**src/rtl/im_boot_loader_pkg.sv**
```systemverilog
// ---------------------------------------------------------------------------
// im_boot_loader_pkg
// Shared constants and types for the instruction-memory boot loader.
// The IM geometry (ADDR_W/DEPTH) matches the 5-bit word address PC[6:2]
// used by the single-cycle MIPS core's IM and PC blocks.
// ---------------------------------------------------------------------------
package im_boot_loader_pkg;

  localparam int IM_ADDR_W  = 5;
  localparam int IM_DEPTH   = 32;
  localparam int BYTE_LANES = 4;
  localparam int LANE_W     = 2;

  typedef enum logic [2:0] {
    ST_IDLE,
    ST_HDR,
    ST_LOAD,
    ST_DONE,
    ST_ERR
  } loader_state_e;

endpackage

```
**src/rtl/im_boot_loader_word_packer.sv**
```systemverilog
// ---------------------------------------------------------------------------
// im_boot_loader_word_packer
// Packs a byte stream big-endian into 32-bit words (1st byte -> [31:24]).
// Ports:
//   clk_i        clock, rising edge
//   rst_ni       asynchronous active-low reset
//   flush_i      drop any partial word and restart at lane 0
//   valid_i      a byte is being accepted this cycle
//   data_i       the byte
//   word_valid_o high in the cycle the 4th byte of a word is accepted
//   word_o       assembled word, valid together with word_valid_o
// ---------------------------------------------------------------------------
module im_boot_loader_word_packer
  import im_boot_loader_pkg::*;
(
  input  logic        clk_i,
  input  logic        rst_ni,
  input  logic        flush_i,
  input  logic        valid_i,
  input  logic [7:0]  data_i,
  output logic        word_valid_o,
  output logic [31:0] word_o
);

  logic [LANE_W-1:0] lane_q;
  logic [23:0]       shift_q;

  // The last lane is not stored: the word is completed combinationally with
  // the incoming byte so the top can register it in the same edge.
  assign word_valid_o = valid_i && (lane_q == LANE_W'(BYTE_LANES - 1));
  assign word_o       = {shift_q, data_i};

  // Flush wins over a byte so a new load always starts on lane 0.
  always_ff @(posedge clk_i or negedge rst_ni) begin
    if (!rst_ni) begin
      lane_q  <= '0;
      shift_q <= '0;
    end else if (flush_i) begin
      lane_q  <= '0;
      shift_q <= '0;
    end else if (valid_i) begin
      lane_q  <= lane_q + 1'b1;
      shift_q <= {shift_q[15:0], data_i};
    end
  end

endmodule

```
**src/rtl/im_boot_loader.sv**
```systemverilog
// ---------------------------------------------------------------------------
// im_boot_loader
// Receives a UART byte stream (header byte N, then N*4 image bytes), writes
// the packed words into the instruction memory and holds the CPU in reset
// until the image is complete.
// Ports:
//   clk_i         clock, rising edge
//   rst_ni        asynchronous active-low reset
//   start_i       pulse: begin a new load (ignored while loading)
//   byte_valid_i  upstream byte present
//   byte_data_i   upstream byte
//   byte_ready_o  byte accepted when byte_valid_i & byte_ready_o
//   im_we_o       IM write enable, one cycle per word
//   im_addr_o     IM word address
//   im_wdata_o    IM write data
//   cpu_hold_o    holds the CPU/PC in reset while 1
//   done_o        image loaded (level until next start)
//   err_o         load failed (level until next start)
//   word_count_o  words written in the current/last load
// ---------------------------------------------------------------------------
module im_boot_loader
  import im_boot_loader_pkg::*;
#(
  parameter int ADDR_W  = IM_ADDR_W,
  parameter int DEPTH   = IM_DEPTH,
  parameter int TIMEOUT = 100000
) (
  input  logic              clk_i,
  input  logic              rst_ni,
  input  logic              start_i,
  input  logic              byte_valid_i,
  input  logic [7:0]        byte_data_i,
  output logic              byte_ready_o,
  output logic              im_we_o,
  output logic [ADDR_W-1:0] im_addr_o,
  output logic [31:0]       im_wdata_o,
  output logic              cpu_hold_o,
  output logic              done_o,
  output logic              err_o,
  output logic [ADDR_W:0]   word_count_o
);

  localparam int CNT_W = ADDR_W + 1;
  localparam int TMR_W = $clog2(TIMEOUT + 1);

  loader_state_e     state_q, state_d;
  logic [CNT_W-1:0]  nWords_q, nWords_d;
  logic [CNT_W-1:0]  wordCount_q, wordCount_d;
  logic [TMR_W-1:0]  timer_q, timer_d;
  logic              byteReady_q, byteReady_d;
  logic              imWe_q, imWe_d;
  logic [ADDR_W-1:0] imAddr_q, imAddr_d;
  logic [31:0]       imWdata_q, imWdata_d;
  logic              cpuHold_q, cpuHold_d;
  logic              done_q, done_d;
  logic              err_q, err_d;

  logic              accept;
  logic              flush;
  logic              packValid;
  logic              wordValid;
  logic [31:0]       word;
  logic              lastWord;
  logic              timerTerminal;

  assign accept        = byte_valid_i && byteReady_q;
  assign packValid     = accept && (state_q == ST_LOAD);
  assign lastWord      = wordValid && ((wordCount_q + CNT_W'(1)) == nWords_q);
  assign timerTerminal = (timer_q == TMR_W'(TIMEOUT - 1));

  im_boot_loader_word_packer u_packer (
    .clk_i        (clk_i),
    .rst_ni       (rst_ni),
    .flush_i      (flush),
    .valid_i      (packValid),
    .data_i       (byte_data_i),
    .word_valid_o (wordValid),
    .word_o       (word)
  );

  // Next-state logic. All outputs are derived from state_d so they appear
  // registered alongside the state. After the final word's 4th byte the
  // FSM stays in LOAD for the write cycle with byte_ready already low, then
  // moves to DONE; no extra byte can sneak in.
  always_comb begin
    state_d     = state_q;
    nWords_d    = nWords_q;
    wordCount_d = wordCount_q;
    timer_d     = timer_q;
    imWe_d      = 1'b0;
    imAddr_d    = imAddr_q;
    imWdata_d   = imWdata_q;
    flush       = 1'b0;

    unique case (state_q)
      ST_IDLE, ST_DONE, ST_ERR: begin
        if (start_i) begin
          state_d     = ST_HDR;
          wordCount_d = '0;
          timer_d     = '0;
          flush       = 1'b1;
        end
      end
      ST_HDR: begin
        if (accept) begin
          timer_d = '0;
          if (32'(byte_data_i) > 32'(DEPTH)) begin
            state_d = ST_ERR;
          end else begin
            nWords_d = (byte_data_i == 8'd0) ? CNT_W'(DEPTH) : CNT_W'(byte_data_i);
            state_d  = ST_LOAD;
          end
        end else if (timerTerminal) begin
          state_d = ST_ERR;
        end else begin
          timer_d = timer_q + 1'b1;
        end
      end
      ST_LOAD: begin
        if (imWe_q && (wordCount_q == nWords_q)) begin
          state_d = ST_DONE;
        end else if (accept) begin
          timer_d = '0;
        end else if (timerTerminal) begin
          state_d = ST_ERR;
        end else begin
          timer_d = timer_q + 1'b1;
        end
        if (wordValid) begin
          imWe_d      = 1'b1;
          imAddr_d    = wordCount_q[ADDR_W-1:0];
          imWdata_d   = word;
          wordCount_d = wordCount_q + CNT_W'(1);
        end
      end
      default: begin
        state_d = ST_IDLE;
      end
    endcase

    byteReady_d = (state_d == ST_HDR) || ((state_d == ST_LOAD) && !lastWord);
    cpuHold_d   = (state_d != ST_DONE);
    done_d      = (state_d == ST_DONE);
    err_d       = (state_d == ST_ERR);
  end

  // State and output registers.
  always_ff @(posedge clk_i or negedge rst_ni) begin
    if (!rst_ni) begin
      state_q     <= ST_IDLE;
      nWords_q    <= '0;
      wordCount_q <= '0;
      timer_q     <= '0;
      byteReady_q <= 1'b0;
      imWe_q      <= 1'b0;
      imAddr_q    <= '0;
      imWdata_q   <= '0;
      cpuHold_q   <= 1'b1;
      done_q      <= 1'b0;
      err_q       <= 1'b0;
    end else begin
      state_q     <= state_d;
      nWords_q    <= nWords_d;
      wordCount_q <= wordCount_d;
      timer_q     <= timer_d;
      byteReady_q <= byteReady_d;
      imWe_q      <= imWe_d;
      imAddr_q    <= imAddr_d;
      imWdata_q   <= imWdata_d;
      cpuHold_q   <= cpuHold_d;
      done_q      <= done_d;
      err_q       <= err_d;
    end
  end

  assign byte_ready_o = byteReady_q;
  assign im_we_o      = imWe_q;
  assign im_addr_o    = imAddr_q;
  assign im_wdata_o   = imWdata_q;
  assign cpu_hold_o   = cpuHold_q;
  assign done_o       = done_q;
  assign err_o        = err_q;
  assign word_count_o = wordCount_q;

endmodule

```
**config.mk**
```make
export PLATFORM = sky130hd
export DESIGN_NAME = im_boot_loader
export DESIGN_NICKNAME = d
export VERILOG_FILES = /design/src/rtl/im_boot_loader_pkg.sv /design/src/rtl/im_boot_loader_word_packer.sv /design/src/rtl/im_boot_loader.sv
export SDC_FILE = /design/constraint.sdc
export NUM_CORES = 1
export LEC_CHECK = 0
export CORE_MARGIN = 2
export CORE_UTILIZATION = 57
export CTS_BUF_LIST = sky130_fd_sc_hd__clkbuf_4 sky130_fd_sc_hd__clkbuf_8
export DETAILED_ROUTE_END_ITERATION = 16
export HOLD_SLACK_MARGIN = 0.15
export PLACE_DENSITY = 0.87
export SYNTH_ARGS = -nofsm -noshare
export SYNTH_HDL_FRONTEND = slang
export SYNTH_SLANG_ARGS = --single-unit
export TNS_END_PERCENT = 5
```
**constraint.sdc**
```tcl
create_clock -name clk_i -period 2.68 [get_ports clk_i]
set_input_delay 0.536 -clock clk_i [delete_from_list [all_inputs] [get_ports clk_i]]
set_output_delay 0.536 -clock clk_i [all_outputs]
set_load 0.05 [all_outputs]
```
==> summary.txt, run 1 <==
run status: finished, final reports clean
CTS sink count: 100
FFs w/ async S/R, synth: 1.00
largest net degree at the start of global routing: 48
Critical Path AT: 1790 ps
Multi-input gate area: 0.00196 mm2
post-detail-place hpwl: 6.75 mm
fin util: 0.705
critical-path cell list: clkdlybuf4s50_1
vias in the first global route: 3554
most frequent cells in the layout: nand2_1, dfrtp_1, clkdlybuf4s50_1
Reg2Reg Depth: 6
top sig layer: met4
Critical Path End: word_count_o[2]
critical path's top delay family: buffers and inverters
Fin Hold WS: 169 ps
IO Port Bufs: 59
critical path required time: 2140 ps
Tightest Hold Check Type: in2async
final period utilization: 0.867
cts hold-fix bufs: 0
slowest CP cell: clkdlybuf4s50_1
setup TNS: 0 ps
Slew @ Worst Pin: 660 ps
Layout fillers: 599
Mapped Nets: 478
total grt overflow: 0
Yosys reg bits: 100
io pins: 60
ANT nets after route: 0
initial antenna violation count: 0
Worst Clk Skew: 15.5 ps
largest stage delay on the critical path: 880 ps
Leak: 2.52 nW
initial detailed-routing violation count: 191
endpoints failing setup: 0
power per cell area: 701 mW/mm2
average vias per placed instance: 5.73
global-route wire length before repair: 16.6 mm
Worst IR Drop VDD: 0.531 mV
Synth cell types: 57
Num CTS Buffers: 9
worst-skew pair later-pin latency: 370 ps
share of the synthesized area in the top cell type: 0.537
RePlAce Congestion: 0.894
RSZ-0062 raised after global routing: false
core area: 0.00777 mm2
r2r setup slk: 360 ps
# diodes: 0
Setup crit start kind: register
Mapped Area: 0.00461 mm2
M1 WL: 4.18 mm
worst r2r src: timer_q[0]
final hold vios: 0
worst-path fanout max: 9
warnings from Yosys: 0
Layout Nets: 534
sequential area share after synthesis: 0.543
met2 wire length: 4.92 mm
Avg Cell Area, Syn: 9.96 um2
die height: 93.9 um
RR Endpoint: timer_q[9]
Final Max Tran Viols: 0
initial core utilization: 0.594
Slew headroom: 0.556
TritonCTS clock tree: built
most area-consuming cells after synthesis: dfrtp_1, nand2_1, mux2_2, a21oi_1, xnor2_1
Max-Cap Viols: 0
Post-DP Area: 0.00527 mm2
Buf/Inv on CP: 1
Seq. cell area: 0.00250 mm2
total track usage: 0.240
min Tclk post-route: 2320 ps
Max Root-Sink Buffers: 2
H-tree Lvls: 3
Levels on crit path: 1
Detailed Routing Iterations Pass 1: 5
Die X: 93.9 um
critical path startpoint: word_count_o[2]
Synth-to-Final Area Change: 18.7%
CP Capture Type: output port
Cells after Synth: 463
drt drc: 0
clk slew on worst S/H paths: 110 ps
row cnt: 32
drt total wl: 9.86 mm
Main synth FF type: dfrtp_1
Post-synth EDFFs: 0
highest clock rate: 0.430 GHz
Root Buffer: clkbuf_8
Synth area leader: dfrtp_1
layout cell share with drive strength beyond 1: 0.130
wire length per cell: 15.8 um
Die Area: 0.00882 mm2
Routed met3 length: 546 um
setup repair bufs after CTS: 0
Via Count: 3590
design area: 0.00547 mm2
commonest non-fill, non-tap cell in the layout: nand2_1
CTS resizes: 0
Critical Setup Path Class: reg2out
power by group:
group          switching (mW)  leakage [nW]  internal [mW]  total [mW]
sequential              0.147          1.38           1.63        1.78
clock                   0.538         0.107          0.461       0.999
combinational           0.660          1.04          0.401        1.06
total                    1.35          2.52           2.49        3.84
registers in the layout (all words and copies together) (netlist names), 2 cells and up:
signal and count:
im_addr_o 5, im_wdata_o 32, u_packer.lane_q 2, state_q 3
timer_q 17, word_count_o 6, u_packer.shift_q 24, nWords_q 6
worst min-delay path by stage:
stage	slack, ps	endpoint	startpoint
3_5_place_dp	450	im_wdata_o[25]	u_packer.shift_q[17]
4_1_cts	180	timer_q[7]	rst_ni
5_1_grt	210	timer_q[7]	rst_ni
3_3_place_gp	450	im_wdata_o[25]	u_packer.shift_q[17]
6_report	170	timer_q[7]	rst_ni
2_1_floorplan	240	byte_ready_o	rst_ni
cells by family (layout without fill, tap and decap cells):
kind of cell / after synthesis / count (layout) / share of synthesized area
muxes: 20 / 20 / 0.0483
xor gates and xnor gates: 20 / 20 / 0.0380
AOI/OAI and AO/OA: 72 / 72 / 0.0996
and+or+nand+nor: 221 / 221 / 0.230
DFF: 100 / 100 / 0.543
adders and majority gates: 3 / 3 / 0.00814
buffers and inverters: 27 / 88 / 0.0334
synth_stat cells (2+ instances only):
| library cell | instances |
|---|---|
| and4_1 | 3 |
| buf_6 | 4 |
| nand3_2 | 2 |
| nand4_1 | 6 |
| nor4bb_1 | 2 |
| dfrtp_1 | 99 |
| nor2b_1 | 3 |
| and2_1 | 4 |
| nor2_1 | 18 |
| nor3b_1 | 2 |
| nor3_1 | 4 |
| xor2_1 | 9 |
| nor4_1 | 3 |
| a31oi_1 | 2 |
| xnor2_1 | 11 |
| mux2i_1 | 2 |
| or3_1 | 6 |
| and3_1 | 2 |
| mux2_2 | 18 |
| o21ai_0 | 17 |
| nand3_1 | 11 |
| buf_4 | 2 |
| clkbuf_1 | 4 |
| nand2b_1 | 2 |
| o31a_1 | 2 |
| buf_2 | 9 |
| a21oi_1 | 35 |
| o31ai_2 | 5 |
| nand2_1 | 139 |
| or2_2 | 3 |
| buf_1 | 2 |
| ha_1 | 3 |
| o21ai_1 | 2 |
| inv_1 | 4 |
layer usage:
metal  GRT usage  up-vias
li1            -     1675
met1       0.308     1769
met2       0.405      125
met3      0.0538       21
met4      0.0809        0
met5           0        -
cell type report:
type	count	area share
inverter	5	0.00343
timing repair buffer	67	0.121
clock buffer	10	0.0240
multi-input combinational	336	0.357
sequential	100	0.457
clock inverter	6	0.0139
tap	102	0.0233
stage by stage:
stage / instances / setup slack [ps] / power (mW)
2_1_floorplan: 463 / 531 / 2.53
3_3_place_gp: 610 / 153 / 2.81
3_5_place_dp: 610 / 44.8 / 2.85
4_1_cts: 626 / 345 / 3.85
5_1_grt: 626 / 203 / 4.04
6_report: 626 / 357 / 3.84
Power figures use the tool's default switching activity.
==> run 2, diff against run 1 <==
--- a/config.mk
+++ b/config.mk
@@ -5,12 +5,14 @@
 export SDC_FILE = /design/constraint.sdc
 export NUM_CORES = 1
 export LEC_CHECK = 0
+export CELL_PAD_IN_SITES_DETAIL_PLACEMENT = 1
+export CELL_PAD_IN_SITES_GLOBAL_PLACEMENT = 1
 export CORE_MARGIN = 2
-export CORE_UTILIZATION = 57
+export CORE_UTILIZATION = 44
 export CTS_BUF_LIST = sky130_fd_sc_hd__clkbuf_4 sky130_fd_sc_hd__clkbuf_8
 export DETAILED_ROUTE_END_ITERATION = 16
 export HOLD_SLACK_MARGIN = 0.15
-export PLACE_DENSITY = 0.87
+export PLACE_DENSITY = 0.86
 export SYNTH_ARGS = -nofsm -noshare
 export SYNTH_HDL_FRONTEND = slang
 export SYNTH_SLANG_ARGS = --single-unit
==> run 2 against run 1 <==
  * Clock skew down 4.6 ps
  * Clock-buffer cell count down 1
  * Combinational power is 7% higher
  * Global-route usage down 2.7 points
  * Setup slack lost 53 ps
  * Worst hold slack better by 310 ps
  * Sequential share of layout area decreased by 0.42 points
  * First-iteration DRC count fell by 10%
  * Critical path type is now reg2reg
==> summary.txt, run 2 (synthesis results as in run 1) <==
run status: finished, final reports clean
drt total wl: 11.1 mm (+13%)
min Tclk post-route: 2380 ps (+53.2 ps)
Layout Nets: 535 (+0.19%)
Max Root-Sink Buffers: 2 (unchanged)
Num CTS Buffers: 9 (unchanged)
power per cell area: 706 mW/mm2 (+0.61%)
most frequent cells in the layout: nand2_1, dfrtp_1, clkdlybuf4s50_1
H-tree Lvls: 3 (unchanged)
Root Buffer: clkbuf_8
initial core utilization: 0.451 (-0.143)
critical path required time: 2940 ps (+800 ps)
Leak: 2.52 nW (about the same)
Psw: 1.41 mW (+4.6%)
Buf/Inv on CP: 0 (-1)
CTS sink count: 100 (unchanged)
clk slew on worst S/H paths: 90 ps (-20 ps)
Tightest Hold Check Type: reg2reg
Largest register FFs: 32 (unchanged)
Worst IR Drop VDD: 0.403 mV (-24%)
layout cell share with drive strength beyond 1: 0.130 (-0.000247)
largest net degree at the start of global routing: 78 (+63%)
switch share: 0.361 (+0.0104)
Slew @ Worst Pin: 645 ps (-15.0 ps)
TritonCTS clock tree: built
initial antenna violation count: 0 (unchanged)
total grt overflow: 0 (unchanged)
Slew headroom: 0.566 (+0.0101)
critical-path cell list: ha_1 > and4_1 > and4_1 > a211o_4 > or2_1 > o41ai_2
slowest CP cell: dfrtp_1
vias in the first global route: 3789 (+6.6%)
average vias per placed instance: 5.34 (-6.9%)
combinational group share of total power: 0.289 (+0.013)
CTS resizes: 0 (unchanged)
row cnt: 37 (+16%)
RSZ-0062 raised after global routing: false
critical path's top delay family: simple AND/OR/NAND/NOR gates
io pins: 60 (unchanged)
Setup crit start kind: register
commonest non-fill, non-tap cell in the layout: nand2_1
worst-path fanout max: 17 (+8)
setup repair bufs after CTS: 0 (unchanged)
post-detail-place hpwl: 7.78 mm (+15%)
final period utilization: 0.887 (+0.0199)
Die Area: 0.0113 mm2 (+28%)
die height: 106 um (+13%)
highest clock rate: 0.421 GHz (-2.2%)
IO Port Bufs: 59 (unchanged)
CP Capture Type: register
# diodes: 0 (unchanged)
Post-Layout Cell Count: 661 (+5.6%)
wire length per cell: 16.8 um (+7.0%)
largest stage delay on the critical path: 440 ps (-440 ps)
worst-skew pair later-pin latency: 380 ps (about the same)
Critical Path AT: 2640 ps (+850 ps)
Detailed Routing Iterations Pass 1: 4 (-1)
Final Max Tran Viols: 0 (unchanged)
initial detailed-routing violation count: 171 (-10%)
Synth-to-Final Area Change: 19.8%
core area: 0.0102 mm2 (+32%)
most used cell, CP: and4_1
global-route wire length before repair: 18.9 mm (+14%)
setup TNS: 0 ps (unchanged)
final hold vios: 0 (unchanged)
endpoints failing setup: 0 (unchanged)
Die X: 106 um (+13%)
placed cells: 644 (+5.6%)
total track usage: 0.213 (-0.0273)
Critical Setup Path Class: reg2reg
Pint: 2.49 mW (about the same)
Clock power frac: 0.259 (about the same)
Worst Clk Skew: 11.0 ps (-4.57 ps)
Max-Cap Viols: 0 (unchanged)
ANT nets after route: 0 (unchanged)
RePlAce Congestion: 0.780 (-13%)
drt drc: 0 (unchanged)
Reg power frac: 0.452 (-0.011)
Via Count: 3530 (-1.7%)
cts hold-fix bufs: 1 (+1)
## run 2: changes by cell type in the layout (fill, tap and decap cells not counted)
cell / change
dlygate4sd3_1: +1
clkinvlp_4: +1
inv_6: -2
clkbuf_4: -1
clkinv_2: +1
inv_8: +1
## run 2: path summary, 6_finish.rpt
check,to,cells past startpoint,start,slack (ps)
worst max-delay path,timer_q[9],6,timer_q[0],300
worst min-delay path,im_wdata_o[28],2,u_packer.shift_q[20],480
worst max register to register,timer_q[9],6,timer_q[0],300
worst min register to register,im_wdata_o[28],2,u_packer.shift_q[20],480
max in group asynchronous,im_wdata_o[31],3,rst_ni,1370
min in group asynchronous,timer_q[3],2,rst_ni,590
## run 2: worst register-to-register path, delay by kind of cell, from the launching register on
family | cells | cell delay, ps
fa+ha+maj | 1 | 250
compound gates | 2 | 690
simple gates | 3 | 890
flops | 1 | 440
## run 2: stage by stage
stage | utilization | cell area, um2 | hold WS, ps | power (mW) | setup WS [ps]
6_report | 0.540 | 5530 | 480 | 3.90 | 304
5_1_grt | 0.540 | 5530 | 515 | 4.11 | 187
4_1_cts | 0.540 | 5530 | 484 | 3.93 | 308
3_5_place_dp | 0.519 | 5310 | 459 | 2.91 | 12.0
3_3_place_gp | 0.519 | 5310 | 451 | 2.85 | 133
2_1_floorplan | - | 4610 | 240 | 2.53 | 531
## run 2: layout make-up
| cell class | count | area, um2 |
|---|---|---|
| Clock buffer | 9 | 124 |
| Clock inverter | 7 | 82.6 |
| Fill cell | 1140 | 4710 |
| Inverter | 5 | 18.8 |
| Multi-Input combinational cell | 336 | 1960 |
| Sequential cell | 100 | 2500 |
| Tap cell | 136 | 170 |
| Timing Repair Buffer | 68 | 671 |
## run 2: metal layers
layer / up-vias / global-route usage / wire (um)
li1: 1674 / - / -
met3: 15 / 0.0607 / 483
met4: 0 / 0.0771 / 205
met5: - / 0 / 0
met1: 1781 / 0.256 / 4690
met2: 60 / 0.364 / 5760
## run 2: power groups by stage
stage	combinational, mW	clock [mW]	sequential (mW)
floorplan	0.737	0	1.80
global placement	1.07	0	1.78
detailed placement	1.12	0	1.79
CTS	1.13	1.04	1.76
global route	1.22	1.10	1.78
finish	1.13	1.01	1.76
==> run 3, diff against run 2 <==
--- a/config.mk
+++ b/config.mk
@@ -13,6 +13,7 @@
 export DETAILED_ROUTE_END_ITERATION = 16
 export HOLD_SLACK_MARGIN = 0.15
 export PLACE_DENSITY = 0.86
+export SETUP_SLACK_MARGIN = 0.15
 export SYNTH_ARGS = -nofsm -noshare
 export SYNTH_HDL_FRONTEND = slang
 export SYNTH_SLANG_ARGS = --single-unit
==> results of run 3 <==
No change in the layout: final DEF, timing and power equal those of run 2.
